## src/rtl/lsu_pkg.sv

```systemverilog
// Shared constants for the load/store unit: lsu_mode bit positions,
// access-size encodings and FSM state codes.
package lsu_pkg;

  localparam int MODE_LOAD  = 0;
  localparam int MODE_STORE = 1;
  localparam int MODE_SZ_LO = 2;
  localparam int MODE_SZ_HI = 3;
  localparam int MODE_UNS   = 4;

  localparam logic [1:0] SZ_B = 2'b00;
  localparam logic [1:0] SZ_H = 2'b01;
  localparam logic [1:0] SZ_W = 2'b10;

  localparam logic [1:0] ST_IDLE = 2'd0;
  localparam logic [1:0] ST_REQ  = 2'd1;
  localparam logic [1:0] ST_RSP  = 2'd2;
  localparam logic [1:0] ST_OUT  = 2'd3;

endpackage

```

## src/rtl/lsu_align.sv

```systemverilog
// Combinational byte-lane steering: store data replication and byte mask,
// load data extraction with sign/zero extension, and access error detection.
module lsu_align
  import lsu_pkg::*;
(
  input  logic [1:0]  size,
  input  logic [1:0]  off,
  input  logic        zero_ext,
  input  logic        is_load,
  input  logic        is_store,
  input  logic [31:0] store_data,
  input  logic [31:0] mem_rdata,
  output logic [31:0] wdata,
  output logic [3:0]  wmask,
  output logic [31:0] load_data,
  output logic        misalign
);

  logic [31:0] shifted;

  always_comb begin
    shifted   = mem_rdata >> {off, 3'b000};
    wdata     = '0;
    wmask     = '0;
    load_data = shifted;
    case (size)
      SZ_B: begin
        wdata     = {4{store_data[7:0]}};
        wmask     = 4'b0001 << off;
        load_data = {{24{~zero_ext & shifted[7]}}, shifted[7:0]};
      end
      SZ_H: begin
        wdata     = {2{store_data[15:0]}};
        wmask     = 4'b0011 << off;
        load_data = {{16{~zero_ext & shifted[15]}}, shifted[15:0]};
      end
      SZ_W: begin
        wdata     = store_data;
        wmask     = 4'b1111;
      end
      default: ;
    endcase
    // Loads never write, so the lane controls are forced quiet.
    if (!is_store) begin
      wdata = '0;
      wmask = '0;
    end
    misalign = (is_load | is_store) &
               ((is_load & is_store) |
                (size == 2'b11) |
                ((size == SZ_H) & off[0]) |
                ((size == SZ_W) & (off != 2'b00)));
  end

endmodule

```

## src/rtl/lsu_unit.sv

```systemverilog
// Load/store unit behind execute: one outstanding memory request, result
// handed to write-back over valid/ready.
module lsu_unit
  import lsu_pkg::*;
#(
  parameter int ADDR_W = 32,
  parameter int DATA_W = 32
) (
  input  logic              clk,
  input  logic              rst_n,
  input  logic              in_valid,
  output logic              in_ready,
  input  logic [DATA_W-1:0] EXU_data,
  input  logic [DATA_W-1:0] store_data,
  input  logic [4:0]        lsu_mode,
  output logic              mem_req_valid,
  input  logic              mem_req_ready,
  output logic [ADDR_W-1:0] mem_addr,
  output logic              mem_wen,
  output logic [DATA_W-1:0] mem_wdata,
  output logic [3:0]        mem_wmask,
  input  logic              mem_rsp_valid,
  input  logic [DATA_W-1:0] mem_rdata,
  output logic              out_valid,
  input  logic              out_ready,
  output logic [DATA_W-1:0] out_data,
  output logic              out_misalign
);

  // Handshakes: a transfer happens on a rising edge where valid and ready are
  // both high; valid is never withdrawn and its payload is held until then.

  logic [1:0]        state;
  logic [4:0]        mode_q;
  logic [1:0]        off_q;
  logic              is_idle;
  logic [4:0]        cur_mode;
  logic [1:0]        cur_off;
  logic [DATA_W-1:0] al_wdata;
  logic [3:0]        al_wmask;
  logic [DATA_W-1:0] al_load;
  logic              al_misalign;

  assign is_idle       = (state == ST_IDLE);
  assign in_ready      = is_idle;
  assign mem_req_valid = (state == ST_REQ);
  assign out_valid     = (state == ST_OUT);

  // In IDLE the aligner decodes the incoming instruction; afterwards it works
  // on the latched copy so load extraction sees the original offset and size.
  assign cur_mode = is_idle ? lsu_mode : mode_q;
  assign cur_off  = is_idle ? EXU_data[1:0] : off_q;

  lsu_align u_align (
    .size       (cur_mode[MODE_SZ_HI:MODE_SZ_LO]),
    .off        (cur_off),
    .zero_ext   (cur_mode[MODE_UNS]),
    .is_load    (cur_mode[MODE_LOAD]),
    .is_store   (cur_mode[MODE_STORE]),
    .store_data (store_data),
    .mem_rdata  (mem_rdata),
    .wdata      (al_wdata),
    .wmask      (al_wmask),
    .load_data  (al_load),
    .misalign   (al_misalign)
  );

  always_ff @(posedge clk or negedge rst_n) begin
    if (!rst_n) begin
      state        <= ST_IDLE;
      mode_q       <= '0;
      off_q        <= '0;
      mem_addr     <= '0;
      mem_wen      <= 1'b0;
      mem_wdata    <= '0;
      mem_wmask    <= '0;
      out_data     <= '0;
      out_misalign <= 1'b0;
    end else begin
      case (state)
        ST_IDLE: begin
          if (in_valid) begin
            mode_q <= lsu_mode;
            off_q  <= EXU_data[1:0];
            if (!(lsu_mode[MODE_LOAD] | lsu_mode[MODE_STORE])) begin
              out_data     <= EXU_data;
              out_misalign <= 1'b0;
              state        <= ST_OUT;
            end else if (al_misalign) begin
              out_data     <= '0;
              out_misalign <= 1'b1;
              state        <= ST_OUT;
            end else begin
              mem_addr     <= {EXU_data[ADDR_W-1:2], 2'b00};
              mem_wen      <= lsu_mode[MODE_STORE];
              mem_wdata    <= al_wdata;
              mem_wmask    <= al_wmask;
              out_misalign <= 1'b0;
              state        <= ST_REQ;
            end
          end
        end
        ST_REQ: begin
          if (mem_req_ready) state <= ST_RSP;
        end
        ST_RSP: begin
          // Stores carry no result; the acknowledge only releases the slot.
          if (mem_rsp_valid) begin
            out_data <= mode_q[MODE_LOAD] ? al_load : '0;
            state    <= ST_OUT;
          end
        end
        ST_OUT: begin
          if (out_ready) state <= ST_IDLE;
        end
        default: state <= ST_IDLE;
      endcase
    end
  end

endmodule

```

## config.mk

```make
export PLATFORM = sky130hd
export DESIGN_NAME = lsu_unit
export DESIGN_NICKNAME = d
export VERILOG_FILES = /design/src/rtl/lsu_pkg.sv /design/src/rtl/lsu_align.sv /design/src/rtl/lsu_unit.sv
export SDC_FILE = /design/constraint.sdc
export NUM_CORES = 1
export LEC_CHECK = 0
export CORE_MARGIN = 5
export CORE_UTILIZATION = 30
export CTS_CLUSTER_DIAMETER = 150
export DETAILED_ROUTE_END_ITERATION = 7
export PLACE_DENSITY = 0.59
export RECOVER_POWER = 25
export SLEW_MARGIN = 10
export SYNTH_ARGS = -nofsm -noshare
export SYNTH_HDL_FRONTEND = slang
export SYNTH_SLANG_ARGS = --single-unit
```

## constraint.sdc

```tcl
create_clock -name clk -period 3.1 [get_ports clk]
set_input_delay 0.62 -clock clk [delete_from_list [all_inputs] [get_ports clk]]
set_output_delay 0.62 -clock clk [all_outputs]
set_load 0.005 [all_outputs]
```

==> results of run 1 <==
## cell type report
type                       instances  share of cell area, %
sequential                       109                  31.70
clock inverter                     6                 0.6398
multi-input combinational        415                  33.37
inverter                          20                 0.8725
clock buffer                      10                  2.777
tap                              265                  3.853
timing repair buffer             234                  26.78
## path summary, 6_finish.rpt
check / startpoint / endpoint / slack (ns) / cells past startpoint
max: state[0] / out_data[19] / 0.29 / 10
min: mem_wdata[28] / mem_wdata[28] / 0.51 / 1
max reg2reg: state[0] / out_data[19] / 0.29 / 10
min reg2reg: mem_wdata[28] / mem_wdata[28] / 0.51 / 1
max in group asynchronous: rst_n / mem_wdata[17] / 0.86 / 2
min in group asynchronous: rst_n / mem_addr[12] / 0.66 / 1
## synthesized netlist by cell type, types with 2 or more instances
cell type	count	area share (%)
dfrtp_1	109	46
mux2_2	81	15
nand2_1	65	4.1
nor2_1	56	3.6
a21oi_1	55	4.7
o21ai_0	26	2.2
a22oi_1	25	3.2
inv_1	20	1.3
clkbuf_1	17	1.1
a31oi_1	15	1.6
buf_2	15	1.3
or3_1	15	1.6
mux2i_1	11	1.9
a2bb2oi_1	8	1.2
buf_6	8	1.5
nand3_1	8	0.68
o22a_1	7	1.0
o211ai_1	6	0.76
ha_1	5	1.1
nor2b_1	4	0.42
and2_1	3	0.32
buf_4	3	0.38
nor3_1	3	0.25
mux2i_4	2	0.76
o32ai_1	2	0.30
## logic make-up after synthesis
group                    count (synthesis)  share of synthesized area [%]
adder cells (fa/ha/maj)                  5                          1.061
buffers and inverters                   64                          5.601
other                                    1                        0.06359
AND/OR/NAND/NOR                        157                          11.33
XOR/XNOR                                 1                         0.1486
AO/OA/AOI/OAI                          155                          17.21
flip-flops                             109                          46.26
multiplexers                            95                          18.33
## report_power, final
part           internal, mW  switching [mW]
Clock                 0.585           0.591
Combinational          2.79            2.59
Sequential             2.09           0.364
## routing by layer
metal  up-vias  global-route usage [%]  wire [um]
met5         -                       0          0
met4         0                   4.163        295
met3        20                   5.960       1862
met2       204                   28.50       9341
met1      2496                   22.94       8526
li1       2493                       -          -
## stage by stage
stage	total power, mW	util (%)	instance area [um2]
finish	9.014	44.36	8605
global route	9.740	44.36	8605
CTS	9.155	44.41	8615
detailed placement	7.936	42.89	8320
global placement	7.887	42.89	8320
floorplan	5.588	-	5901
## registers in the layout, summed over array words and instances, names as in the netlist
signal and cells:
mem_wdata 32, state 2, out_misalign 1, mem_addr 30, mem_wen 1, mode_q 5, out_data 32, mem_wmask 4
off_q 2
==> metrics, run 1 <==
Critical-path top delay cell dfrtp_1; clock tree buffer depth 2; clk sinks 109; layout cells sized above 1 16.75%; Post-CTS Setup Repair Bufs 0; initial core utilization 30.40%; most common cell after layout, fill and taps aside clkdlybuf4s50_1; Cells after Synth 587; clk_skew 0.007490 ns; yosys warns 0; pin count of the biggest net entering global routing 64; Top delay family on crit path compound AO/OA/AOI/OAI gates; FMAX 355.4 MHz; drt total wl 20.02 mm; fill count 1922; maximum VDD drop 0.4052 mV; Resize count post-CTS 0; max-cap violations 1; Slew Limit Fails 64; Clock transition at path regs 0.08 ns; prevailing post-synth register cell dfrtp_1; outcome finished, violations left; CP arrival 3.09 ns; first-pass GRT wire length 30.86 mm; mean post-synth cell area 10.05 um2; startpoint types flip-flop; CP bufs+invs 3; post-layout min period 2.814 ns; via count 5213; GRT Overall Usage 17.65%; placed cell count 1043; relative slew slack -6.672%; Pwr Density 1048 nW/um2; most frequent cells in the layout clkdlybuf4s50_1 (208), dfrtp_1 (109), mux2_2 (81); number of global-route vias before repair 5273; worst stage delay on the critical path 0.42 ns; I/O Buffers 209; setup TNS 0 ns; synth unique cells 43; DR DRC count 0; critical path peak fanout 23; Min-Delay Path Class reg2reg; die footprint 22560 um2; Antenna Nets Post-Route 0; cell area after synthesis 5897 um2; Seq cells post-synth 109; CTS tree yes; storage element area 2728 um2; initial antenna violation count 0; CTS buffer count 9; CTS Hold Bufs 0; Pleak 3.478 nW; core area 19400 um2; WL/cell 18.91 um; dpl hpwl 15.15 mm; Die Y 150.2 um; num ports 212; hold violation count in the final report 0; Setup WS pre-CTS 0.1938 ns; Final Net Count 901; Area Growth Syn to Fin 45.92%; root buf cell clkbuf_16; Pre-Repair DR Iteration Count 4; WS Path Type reg2reg; total global routing overflow 0; Worst-Margin Slew 1.600 ns; crit end category flip-flop; Final WS setup 0.2859 ns; Placer Congestion 0.8237; Inserted Diodes 0; worst-skew pair later-pin latency 0.36 ns; sequential area share after synthesis 46.26%; unrepaired setup endpoints after global routing false; Starting DRT DRC Count 231; violated checks max-capacitance violations, max-slew violations; ys async rst share 100.0%; crit share post-route 90.78%; WP data required 3.38 ns; via/cell ratio 4.923; Die Span X 150.2 um; final setup vio count 0; Fin Hold WS 0.5077 ns; Critical Path, Cell by Cell inv_1, ha_1, buf_12, mux2i_4, nand2_1, a211oi_2, a221oi_4, buf_4, or3_1, a31oi_1; Post-Layout Cell Count 1059; row cnt 51; H-tree depth 3; Post-synth EDFFs 0; Multi-input gate area 2872 um2
Power figures use the tool's default switching activity.
==> run 2, diff against run 1 <==
- CORE_UTILIZATION: 30 -> 45
- PLACE_DENSITY: 0.59 -> 0.8
==> metrics, run 2 (synthesis results as in run 1) <==
crit share post-route 94.64%; combinational fraction of design power 58.9%; drt total wl 19.36 mm; Pre-Repair DR Iteration Count 5; maximum VDD drop 0.5598 mV; total global routing overflow 0; clk_skew 0.007286 ns; reg2reg start state[0]; crit end category flip-flop; CTS buffer count 9; WS Path Type reg2reg; Reg-to-Reg End mem_wdata[19]; Starting DRT DRC Count 555; core area 12720 um2; dpl hpwl 14.54 mm; GRT busiest layer met2; Inserted Diodes 0; met3 usage 7.247%; Clock transition at path regs 0.07 ns; row cnt 41; min-delay src mem_addr[22]; Critical Path, Cell by Cell inv_1, ha_1, buf_12, mux2i_4, o21ai_0, o221ai_1, nor2b_4, buf_12, mux2_2; met2 Resource Use GR 41.95%; die footprint 15490 um2; Placer Congestion 0.9615; via count 5411; most common cell after layout, fill and taps aside clkdlybuf4s50_1; post-layout min period 2.934 ns; FMAX 340.8 MHz; DR DRC count 0; Clock power frac 13.8%; Worst-Margin Slew 1.443 ns; R2R depth 9; first-pass GRT wire length 31.43 mm; Die Y 124.5 um; Antenna Nets Post-Route 0; met1 Use GR 30.64%; setup TNS 0 ns; CTS tree yes; Die Span X 124.5 um; Min-Delay Path Class reg2reg; worst-skew pair later-pin latency 0.35 ns; clk sinks 109; final core occ 66.88%; CP arrival 3.17 ns; Internal 5.623 mW; worst stage delay on the critical path 0.44 ns; biggest regs mem_wdata: 32 flops, out_data: 32 flops, mem_addr: 30 flops; outcome completed; via/cell ratio 5.625; WP data required 3.33 ns; Post-CTS Setup Repair Bufs 0; critical path peak fanout 58; CTS Hold Bufs 0; num ports 212; sequential share of power 27.3%; relative slew slack 3.771%; Pleak 3.480 nW; initial antenna violation count 0; number of global-route vias before repair 5728; R2R Setup Slk 0.17 ns; end of the worst hold path mem_addr[22]; GRT Overall Usage 24.91%; unrepaired setup endpoints after global routing false; I/O Buffers 209; max-cap violations 0; clock tree buffer depth 2; Area Growth Syn to Fin 44.28%; H-tree depth 3; Critical-path top delay cell mux2i_4; initial core utilization 46.35%; Resize count post-CTS 0; WL/cell 20.12 um; startpoint types flip-flop; Pwr Density 1076 nW/um2; Sw Ratio 38.58%; root buf cell clkbuf_16; Sw Pwr 3.532 mW; pin count of the biggest net entering global routing 63; layout cells sized above 1 16.46%; Slew Limit Fails 0; most frequent CP cell buf_12; most frequent cells in the layout clkdlybuf4s50_1 (208), dfrtp_1 (109), mux2_2 (81); final setup vio count 0; Final Net Count 897; hold violation count in the final report 0; hold depth 1
==> run 2: worst max-delay path: cells and delay by family (launching register included) <==
| family | cells | cell delay [ns] |
|---|---|---|
| simple gates | 1 | 0.27 |
| mux | 2 | 0.82 |
| compound gates | 2 | 0.46 |
| fa+ha+maj | 1 | 0.21 |
| flops | 1 | 0.42 |
| buf+inv | 3 | 0.61 |
==> run 2: routing by layer <==
metal	vias to the layer above	wire, um
met2	272	9400
met4	0	487
met3	35	1639
li1	2479	-
met1	2625	7830
met5	-	0
==> run 2: how the worst max path moves through the flow <==
stage / start / endpoint / slack (ns) / depth (start not counted)
2_1_floorplan: state[0] / out_data[23] / 0.49 / 11
3_3_place_gp: lsu_mode[2] / mem_wdata[28] / 0.18 / 6
3_5_place_dp: EXU_data[0] / mem_addr[24] / 0.02 / 7
4_1_cts: state[0] / mem_addr[24] / 0.17 / 9
5_1_grt: state[0] / mem_addr[24] / 0.02 / 9
6_report: state[0] / mem_wdata[19] / 0.17 / 9
==> run 2: cell type report <==
cell class / count / area [um2]
Fill cell: 1027 / 4214
Multi-Input combinational cell: 415 / 2872
Sequential cell: 109 / 2728
Timing Repair Buffer: 230 / 2292
Clock buffer: 11 / 242.7
Tap cell: 172 / 215.2
Clock inverter: 5 / 83.83
Inverter: 20 / 75.07
==> run 2: stage by stage <==
stage          instance area (um2)  hold slack (ns)  instances  setup slack, ns  total power [mW]
6_report                      8508           0.5068        962           0.1662             9.155
5_1_grt                       8508           0.5222        962          0.01638             9.772
4_1_cts                       8526           0.3524        962           0.1710             9.195
3_5_place_dp                  8199           0.4954        946          0.02272             7.892
3_3_place_gp                  8199           0.4879        946           0.1840             7.706
2_1_floorplan                 5901           0.3244        588           0.4912             5.588
==> run 2: power groups by stage <==
stage	Sequential [mW]	Combinational, mW	Clock, mW
4_1_cts	2.50	5.41	1.28
3_3_place_gp	2.48	5.22	0
2_1_floorplan	2.50	3.09	0
6_report	2.50	5.39	1.26
3_5_place_dp	2.52	5.37	0
5_1_grt	2.59	5.85	1.33
